<file path="config.mk">
export PLATFORM = sky130hd
export DESIGN_NAME = gpio_bank_ctrl
export DESIGN_NICKNAME = d
export VERILOG_FILES = /design/src/rtl/gpio_bank_ctrl_db_chan.sv /design/src/rtl/gpio_bank_pkg.sv /design/src/rtl/gpio_db_chan.sv /design/src/rtl/gpio_bank_ctrl.sv
export SDC_FILE = /design/constraint.sdc
export NUM_CORES = 1
export LEC_CHECK = 0
export CAP_MARGIN = 40
export CORE_MARGIN = 4
export CORE_UTILIZATION = 27
export CTS_BUF_LIST = sky130_fd_sc_hd__clkbuf_16
export DETAILED_ROUTE_END_ITERATION = 10
export SYNTH_ARGS = -nofsm -noshare
export SYNTH_HDL_FRONTEND = slang
export SYNTH_HIERARCHICAL = 1
export SYNTH_SLANG_ARGS = --single-unit
</file>
<file path="constraint.sdc">
create_clock -name clk -period 4.6 [get_ports clk]
set_input_delay 0.69 -clock clk [delete_from_list [all_inputs] [get_ports clk]]
set_output_delay 0.69 -clock clk [all_outputs]
set_load 0.01 [all_outputs]
</file>
<file path="src/rtl/gpio_bank_ctrl_db_chan.sv">
// Per-channel synchronizer and debounce logic for gpio_bank_ctrl is
// implemented by module gpio_db_chan in gpio_db_chan.sv.

</file>
<file path="src/rtl/gpio_bank_pkg.sv">
// Shared definitions for the GPIO bank controller.
// Holds the register address map and the address type used by the
// register decode in gpio_bank_ctrl.
package gpio_bank_pkg;

    typedef logic [2:0] gpio_addr_t;

    localparam gpio_addr_t GPIO_DOUT     = 3'd0;
    localparam gpio_addr_t GPIO_DIR      = 3'd1;
    localparam gpio_addr_t GPIO_DIN      = 3'd2;
    localparam gpio_addr_t GPIO_IRQ_EN   = 3'd3;
    localparam gpio_addr_t GPIO_IRQ_POL  = 3'd4;
    localparam gpio_addr_t GPIO_IRQ_STAT = 3'd5;
    localparam gpio_addr_t GPIO_DB_LIM   = 3'd6;

endpackage

</file>
<file path="src/rtl/gpio_db_chan.sv">
// gpio_db_chan: one GPIO input channel.
// Two-flop synchronizer, saturating debounce counter and the update
// (edge) event used by the parent to set interrupt status.
//
// Ports
//   clk       : system clock, rising edge
//   rst_n     : asynchronous active-low reset
//   i_pad     : asynchronous pad input
//   i_db_lim  : debounce limit, shared by all channels
//   o_db      : debounced value
//   o_upd     : high in the cycle whose rising edge flips o_db
module gpio_db_chan #(
    parameter int DB_W = 4
) (
    input  logic            clk,
    input  logic            rst_n,
    input  logic            i_pad,
    input  logic [DB_W-1:0] i_db_lim,
    output logic            o_db,
    output logic            o_upd
);

    logic            r_sync1;
    logic            r_sync2;
    logic            r_db;
    logic [DB_W-1:0] r_cnt;
    logic            w_mismatch;
    logic            w_upd;

    assign w_mismatch = r_sync2 ^ r_db;
    // ">=" so that a counter left above a freshly lowered limit accepts at once.
    assign w_upd      = w_mismatch && (r_cnt >= i_db_lim);

    always_ff @(posedge clk or negedge rst_n) begin
        if (!rst_n) begin
            r_sync1 <= 1'b0;
            r_sync2 <= 1'b0;
            r_db    <= 1'b0;
            r_cnt   <= '0;
        end else begin
            r_sync1 <= i_pad;
            r_sync2 <= r_sync1;
            if (!w_mismatch) begin
                r_cnt <= '0;
            end else if (w_upd) begin
                r_db  <= r_sync2;
                r_cnt <= '0;
            end else if (r_cnt < i_db_lim) begin
                r_cnt <= r_cnt + DB_W'(1);
            end
        end
    end

    assign o_db  = r_db;
    assign o_upd = w_upd;

endmodule

</file>
<file path="src/rtl/gpio_bank_ctrl.sv">
// gpio_bank_ctrl: register-mapped GPIO bank with debounced inputs and
// edge interrupts.
//
// Ports
//   clk, rst_n        : clock / asynchronous active-low reset
//   gpio_in           : asynchronous pad inputs
//   gpio_out, gpio_oe : pad data / output enable (straight from DOUT / DIR)
//   wr_en, rd_en      : single-cycle register strobes
//   addr, wdata       : register index and write data
//   rdata, rd_valid   : read data, valid one cycle after rd_en
//   irq               : registered level interrupt
module gpio_bank_ctrl
    import gpio_bank_pkg::*;
#(
    parameter int NUM_CH = 8,
    parameter int DB_W   = 4
) (
    input  logic              clk,
    input  logic              rst_n,
    input  logic [NUM_CH-1:0] gpio_in,
    output logic [NUM_CH-1:0] gpio_out,
    output logic [NUM_CH-1:0] gpio_oe,
    input  logic              wr_en,
    input  logic              rd_en,
    input  gpio_addr_t        addr,
    input  logic [NUM_CH-1:0] wdata,
    output logic [NUM_CH-1:0] rdata,
    output logic              rd_valid,
    output logic              irq
);

    logic [NUM_CH-1:0] r_dout;
    logic [NUM_CH-1:0] r_dir;
    logic [NUM_CH-1:0] r_irq_en;
    logic [NUM_CH-1:0] r_irq_pol;
    logic [NUM_CH-1:0] r_irq_stat;
    logic [DB_W-1:0]   r_db_lim;
    logic [NUM_CH-1:0] r_rdata;
    logic              r_rd_valid;
    logic              r_irq;

    logic [NUM_CH-1:0] w_din;
    logic [NUM_CH-1:0] w_upd;
    logic [NUM_CH-1:0] w_set;
    logic [NUM_CH-1:0] w_w1c;
    logic [NUM_CH-1:0] w_rd_mux;
    logic [DB_W-1:0]   w_lim_wr;
    logic [NUM_CH-1:0] w_lim_rd;

    for (genvar g = 0; g < NUM_CH; g++) begin : g_chan
        gpio_db_chan #(
            .DB_W(DB_W)
        ) u_chan (
            .clk      (clk),
            .rst_n    (rst_n),
            .i_pad    (gpio_in[g]),
            .i_db_lim (r_db_lim),
            .o_db     (w_din[g]),
            .o_upd    (w_upd[g])
        );
    end

    // The new debounced value is ~w_din, so it equals the polarity
    // exactly when the current value differs from it.
    assign w_set    = w_upd & (w_din ^ r_irq_pol);
    assign w_w1c    = (wr_en && addr == GPIO_IRQ_STAT) ? wdata : '0;
    assign w_lim_wr = DB_W'(wdata);
    assign w_lim_rd = NUM_CH'(r_db_lim);

    always_comb begin
        w_rd_mux = '0;
        case (addr)
            GPIO_DOUT:     w_rd_mux = r_dout;
            GPIO_DIR:      w_rd_mux = r_dir;
            GPIO_DIN:      w_rd_mux = w_din;
            GPIO_IRQ_EN:   w_rd_mux = r_irq_en;
            GPIO_IRQ_POL:  w_rd_mux = r_irq_pol;
            GPIO_IRQ_STAT: w_rd_mux = r_irq_stat;
            GPIO_DB_LIM:   w_rd_mux = w_lim_rd;
            default:       w_rd_mux = '0;
        endcase
    end

    always_ff @(posedge clk or negedge rst_n) begin
        if (!rst_n) begin
            r_dout     <= '0;
            r_dir      <= '0;
            r_irq_en   <= '0;
            r_irq_pol  <= '1;
            r_irq_stat <= '0;
            r_db_lim   <= '1;
            r_rdata    <= '0;
            r_rd_valid <= 1'b0;
            r_irq      <= 1'b0;
        end else begin
            // Read mux sees pre-write register values on a same-cycle write.
            r_rd_valid <= rd_en;
            if (rd_en) begin
                r_rdata <= w_rd_mux;
            end
            r_irq      <= |(r_irq_stat & r_irq_en);
            // Set is OR-ed in after the clear so a coincident set wins.
            r_irq_stat <= (r_irq_stat & ~w_w1c) | w_set;
            if (wr_en) begin
                case (addr)
                    GPIO_DOUT:    r_dout    <= wdata;
                    GPIO_DIR:     r_dir     <= wdata;
                    GPIO_IRQ_EN:  r_irq_en  <= wdata;
                    GPIO_IRQ_POL: r_irq_pol <= wdata;
                    GPIO_DB_LIM:  r_db_lim  <= w_lim_wr;
                    default:      ;
                endcase
            end
        end
    end

    assign gpio_out = r_dout;
    assign gpio_oe  = r_dir;
    assign rdata    = r_rdata;
    assign rd_valid = r_rd_valid;
    assign irq      = r_irq;

endmodule

</file>
* Word level (Yosys, flattened, before mapping)
Cells that the tools add are included.
** Operators by class
- Add/sub/neg operators :: 8
- Magnitude comparators :: 16
- Equality and inequality tests :: 14
- Muxes and demuxes :: 26
- Bitwise logic cells :: 14
- Reduce and logical (&&, ||, !) cells :: 24
** Operator list (number)
- $mux W4 :: 24
- $pmux W8 S7 :: 1
- $add A4 B1 Y4 const B :: 8
- $ge A4 B4 Y1 :: 8
- $lt A4 B4 Y1 :: 8
- $reduce_and A2 Y1 :: 13
- $and A8 B8 Y8 :: 3
- $ne A3 B2 Y1 const B :: 8
- $eq A3 B3 Y1 const B :: 3
- $logic_and A1 B1 Y1 :: 9
- $mux W8 :: 1
- $not A8 Y8 :: 1
- $or A8 B8 Y8 :: 1
- $reduce_or A8 Y1 :: 1
- $xor A1 B1 Y1 :: 8
- $xor A8 B8 Y8 :: 1
- $eq A3 B2 Y1 const B :: 2
- $eq A3 B1 Y1 const B :: 1
- $logic_not A3 Y1 :: 1
** Word-level totals
- Register bits after elaboration :: 110
- Input port bits :: 23
- Output and inout bits :: 26
- Logic and storage cells :: 143

* Logic depth before layout (Yosys ltp)
- Word-level depth :: 6
- Mapped depth :: 7
- Gate-level depth less buffers :: 7

* Hierarchy
The synthesis kept the hierarchy.
** By module, submodules not included
- gpio_db_chan :: instances 8, cells an instance 32, area each 366.6 sq um, sequential area each 175.2 sq um
- gpio_bank_ctrl :: instances 1, cells an instance 214, area each 2723.9 sq um, sequential area each 1366.3 sq um

* Worst setup path after synthesis
OpenSTA, ideal clock, no wires.
- Path type :: reg2reg
- Start :: reg r_db_lim[1]
- End :: reg g_chan[0].u_chan.r_db
- Setup time :: 128 ps
- Data arrival time :: 1801 ps
- Data required time :: 4472 ps
- Path slack :: 2672 ps
- Stages on the path, launching flop included :: 7
- Path buffers :: 0
- Period minus slack after synthesis :: 1928 ps
- Cell sequence :: dfstp_2 inv_1 ha_1 nor2b_1 o211a_1 a211oi_2 mux2_1
** Between the ends
- Word-level cells in the longest chain between the ends :: 3
** RTL lines
- start: declaration :: line gpio_bank_ctrl.sv:37 : logic [DB_W-1:0] r_db_lim;
- start signal: assignment :: line gpio_bank_ctrl.sv:110 : GPIO_DB_LIM: r_db_lim <= w_lim_wr;
- $ge A4 B4 Y1 :: line gpio_db_chan.sv:32 : assign w_upd = w_mismatch && (r_cnt >= i_db_lim);
- $logic_and A1 B1 Y1 :: line gpio_db_chan.sv:32
- $reduce_and A2 Y1 (no line)
- end signal: assignment :: line gpio_db_chan.sv:46 : r_db <= r_sync2;
- end: declaration :: line gpio_db_chan.sv:25 : logic r_db;
Every way passes these cells.
A chain may end at the register's enable or synchronous reset.

* Final worst setup path
- Start :: in addr[1]
- End :: reg r_irq_en[4]
** Between the ends
- Word-level cells in the longest chain between the ends :: 2
** RTL lines
- start: declaration :: line gpio_bank_ctrl.sv:25 : input gpio_addr_t addr,
- $eq A3 B2 Y1 :: line gpio_bank_ctrl.sv:105 : case (addr)
- $reduce_and A2 Y1 (no line)
- end signal: assignment :: line gpio_bank_ctrl.sv:108 : GPIO_IRQ_EN: r_irq_en <= wdata;
- end: declaration :: line gpio_bank_ctrl.sv:34 : logic [NUM_CH-1:0] r_irq_en;
Every way passes these cells.

==> metrics.md <==
| Metric | Value |
|---|---|
| Critical Path Source | `addr[1]` |
| Sw Pwr | `1.20 mW` |
| Drt wl/cell | `16.7 µm` |
| WP data required | `4.84 ns` |
| Worst Path Class, Setup | `in2reg` |
| Slew Limit Fails | `0` |
| Slew margin rel. | `40.6%` |
| Antenna Nets Post-Route | `0` |
| Layout Cells excl Fill | `798` |
| Worst-path maximum fanout | `23` |
| Setup TNS | `0 ns` |
| Grt total ovfl | `0` |
| Pin count of the biggest net entering global routing | `66` |
| Combinational group share of total power | `34.3%` |
| N_diodes | `0` |
| HP Class | `in2async` |
| Post-synth EDFFs | `0` |
| Gpl congestion | `0.804` |
| Clock skew | `0.00655 ns` |
| Nets | `586` |
| Via density | `4.70` |
| DRT Pass-1 Iters | `4` |
| Post-route DRC | `0` |
| Mapped Nets | `533` |
| Post_cts resized | `0` |
| Setup Fix Bufs, Post-CTS | `0` |
| Chip width | `153 µm` |
| Worst Path Arrival | `2.82 ns` |
| Clock power frac | `22.2%` |
| Worst setup SP type | `input port` |
| Tot Pwr | `3.49 mW` |
| GRT Overall Usage | `11.6%` |
| Total number of vias | `3754` |
| Cell internal pwr | `2.28 mW` |
| Area added between synthesis and finish | `19.2%` |
| Clock Tree Root | `clkbuf_16` |
| Die area | `0.0233 mm²` |
| Synth Instances | `470` |
| Number of hold buffers added after CTS | `0` |
| Die height | `153 µm` |
| Async S/R FF share, synth | `100%` |
| TritonCTS clock tree | `yes` |
| Detailed-route wire length | `13.3 mm` |
| RR Startpoint | `r_db_lim[1]` |
| Post-route minimum period | `2.58 ns` |
| Library cells used by synthesis | `49` |
| Initial antenna violation count | `0` |
| Placed insts | `782` |
| Deepest clock path buffer count | `2` |
| Clk_lat worst skew | `0.36 ns` |
| First-pass GRT wire length | `21.4 mm` |
| Period utilization | `56.0%` |
| Core Rows | `52` |
| H-tree levels | `3` |
| Status | `completed` |
| Worst-path clk slew | `0.07 ns` |
| Seq/Total Area, Yosys | `48.9%` |
| Layout cell share with drive strength beyond 1 | `17.0%` |
| Least-Margin Pin Slew | `0.888 ns` |
| Largest area contributor in the synthesized netlist | `dfrtp_1` |
| Hold Violations, Final | `0` |
| Final HPWL DP | `9.72 mm` |
| Ports | `49` |
| Seq cells post-synth | `110` |
| Seq pwr share | `43.5%` |
| Core region area | `0.0204 mm²` |
| Mapped Area | `0.00566 mm²` |
| Number of port buffers | `48` |
| Detailed Route Iter0 Violations | `153` |
| Area share of the leading cell type in the synthesized netlist | `43.4%` |
| RSZ-0062 raised after global routing | `false` |
| # Max-Cap Violations | `0` |
| Clock sinks | `110` |
| Synth Flop Type | `dfrtp_1` |
| Num CTS Buffers | `9` |
| Switching Share | `34.5%` |
| Synthesis Warnings | `6` |
| CP endpoint kind | `flip-flop` |
| Setup violations, final | `0` |
| Synth top area cells | `dfrtp_1 43%, ha_1 8.8%, mux2_2 7.8%` |
| Maximum VDD drop | `203 µV` |
| Mean area per synthesized cell | `12.0 µm²` |
| P_leak | `3.00 nW` |
| Initial Util | `27.7%` |
| Pwr dens | `517 mW/mm²` |
| Max Fclk | `388 MHz` |
| Vias in the first global route | `3898` |
==> power groups by stage <==
stage | registers [mW] | logic (mW) | clock network [mW]
floorplan | 1.45 | 0.856 | 0
global placement | 1.52 | 1.12 | 0
detailed placement | 1.53 | 1.20 | 0
CTS | 1.52 | 1.21 | 0.801
global route | 1.55 | 1.35 | 0.835
finish | 1.52 | 1.20 | 0.775
==> state kept, by name, summed over array words and instances (netlist names), 4 cells and up <==
name	cells
g_chan.u_chan/r_cnt	32
r_irq_en	8
g_chan.u_chan/o_db	8
gpio_out	8
r_irq_stat	8
gpio_oe	8
rdata	8
r_irq_pol	8
g_chan.u_chan/r_sync1	8
r_db_lim	4
g_chan.u_chan/r_sync2	8
==> metrics by stage <==
step,hold WS (ns),setup slack (ns),area [µm²],util (%)
after global routing,0.138,1.91,6740,33.0
after CTS,0.137,2.05,6740,33.0
after global placement,0.334,1.54,6410,31.4
after detailed placement,0.335,1.66,6450,31.6
after floorplan,0.331,2.67,5660,-
final,0.145,2.02,6740,33.0
==> cell usage after synthesis, drive strengths merged, types with 4 or more instances <==
cell type and instances:
a22o 10, dfstp 12, nand2 12, nor2 42
nand4b 6, nand3 11, a22oi 9, mux2i 10
o221ai 4, dfrtp 98, inv 46, o211a 8
buf 8, nor3 4, o22ai 4, a21oi 4
xnor2 16, a2111o 8, nand2b 7, a31o 8
mux2 47, xor2 16, nor2b 9, ha 40
a211oi 8
==> worst paths after layout <==
path	cells after the start	end	slack, ns
max	4	r_irq_en[4]	2.02
min in group clk	0	g_chan[6].u_chan/r_sync2	0.35
max in group asynchronous	2	r_irq_pol[4]	3.73
min reg2reg	0	g_chan[6].u_chan/r_sync2	0.35
max reg2reg	6	g_chan[7].u_chan/o_db	2.35
min	1	g_chan[0].u_chan/r_sync1	0.14
==> critical path: stages <==
cell             delay (ns)
clkdlybuf4s50_1        1.05
nor2b_4                0.40
nand3_2                0.29
mux2_2                 0.39
==> cell families after synthesis <==
logic type / count (synthesis) / share of synthesized area [%]
compound gates: 74 / 11.7
xor+xnor: 32 / 4.95
fa+ha+maj: 40 / 8.85
buf+inv: 56 / 4.42
flops: 110 / 48.9
mux: 57 / 11.1
simple gates: 101 / 10.0
==> layout by cell type, fill, tap and decap left out, types with 3 or more instances in the layout <==
cell / n
a2111o_1: 8
a211oi_2: 8
a21oi_1: 4
a22o_1: 10
a22oi_1: 9
a31o_1: 8
buf_4: 3
clkbuf_16: 9
clkdlybuf4s50_1: 47
clkinvlp_4: 3
dfrtp_1: 98
dfstp_2: 12
ha_1: 40
inv_1: 47
mux2_1: 8
mux2_2: 39
mux2i_1: 10
nand2_1: 10
nand2b_1: 6
nand3_1: 10
nand3b_1: 3
nand4b_1: 6
nor2_1: 40
nor2b_1: 8
o211a_1: 8
o211ai_1: 3
o21ai_0: 3
o221ai_1: 3
o22ai_1: 4
xnor2_1: 16
xor2_1: 16
==> layer usage <==
metal	GRT usage, %	up-vias	wire length, µm	share of wire [%]
met3	3.35	16	599	4.5
met2	18.3	74	6280	47
li1	-	1789	-	-
met1	15.5	1875	6190	47
met5	0	-	0	0
met4	3.56	0	238	1.8
==> area by class of cell <==
class | instances | area [µm²]
clock buffer | 9 | 225
clock inverter | 7 | 66.3
fill | 2051 | 13700
inverter | 46 | 173
multi-input combinational | 304 | 2640
sequential | 110 | 2770
tap | 270 | 338
timing repair buffer | 52 | 536
No activity file was read; power rests on OpenSTA's default activity.
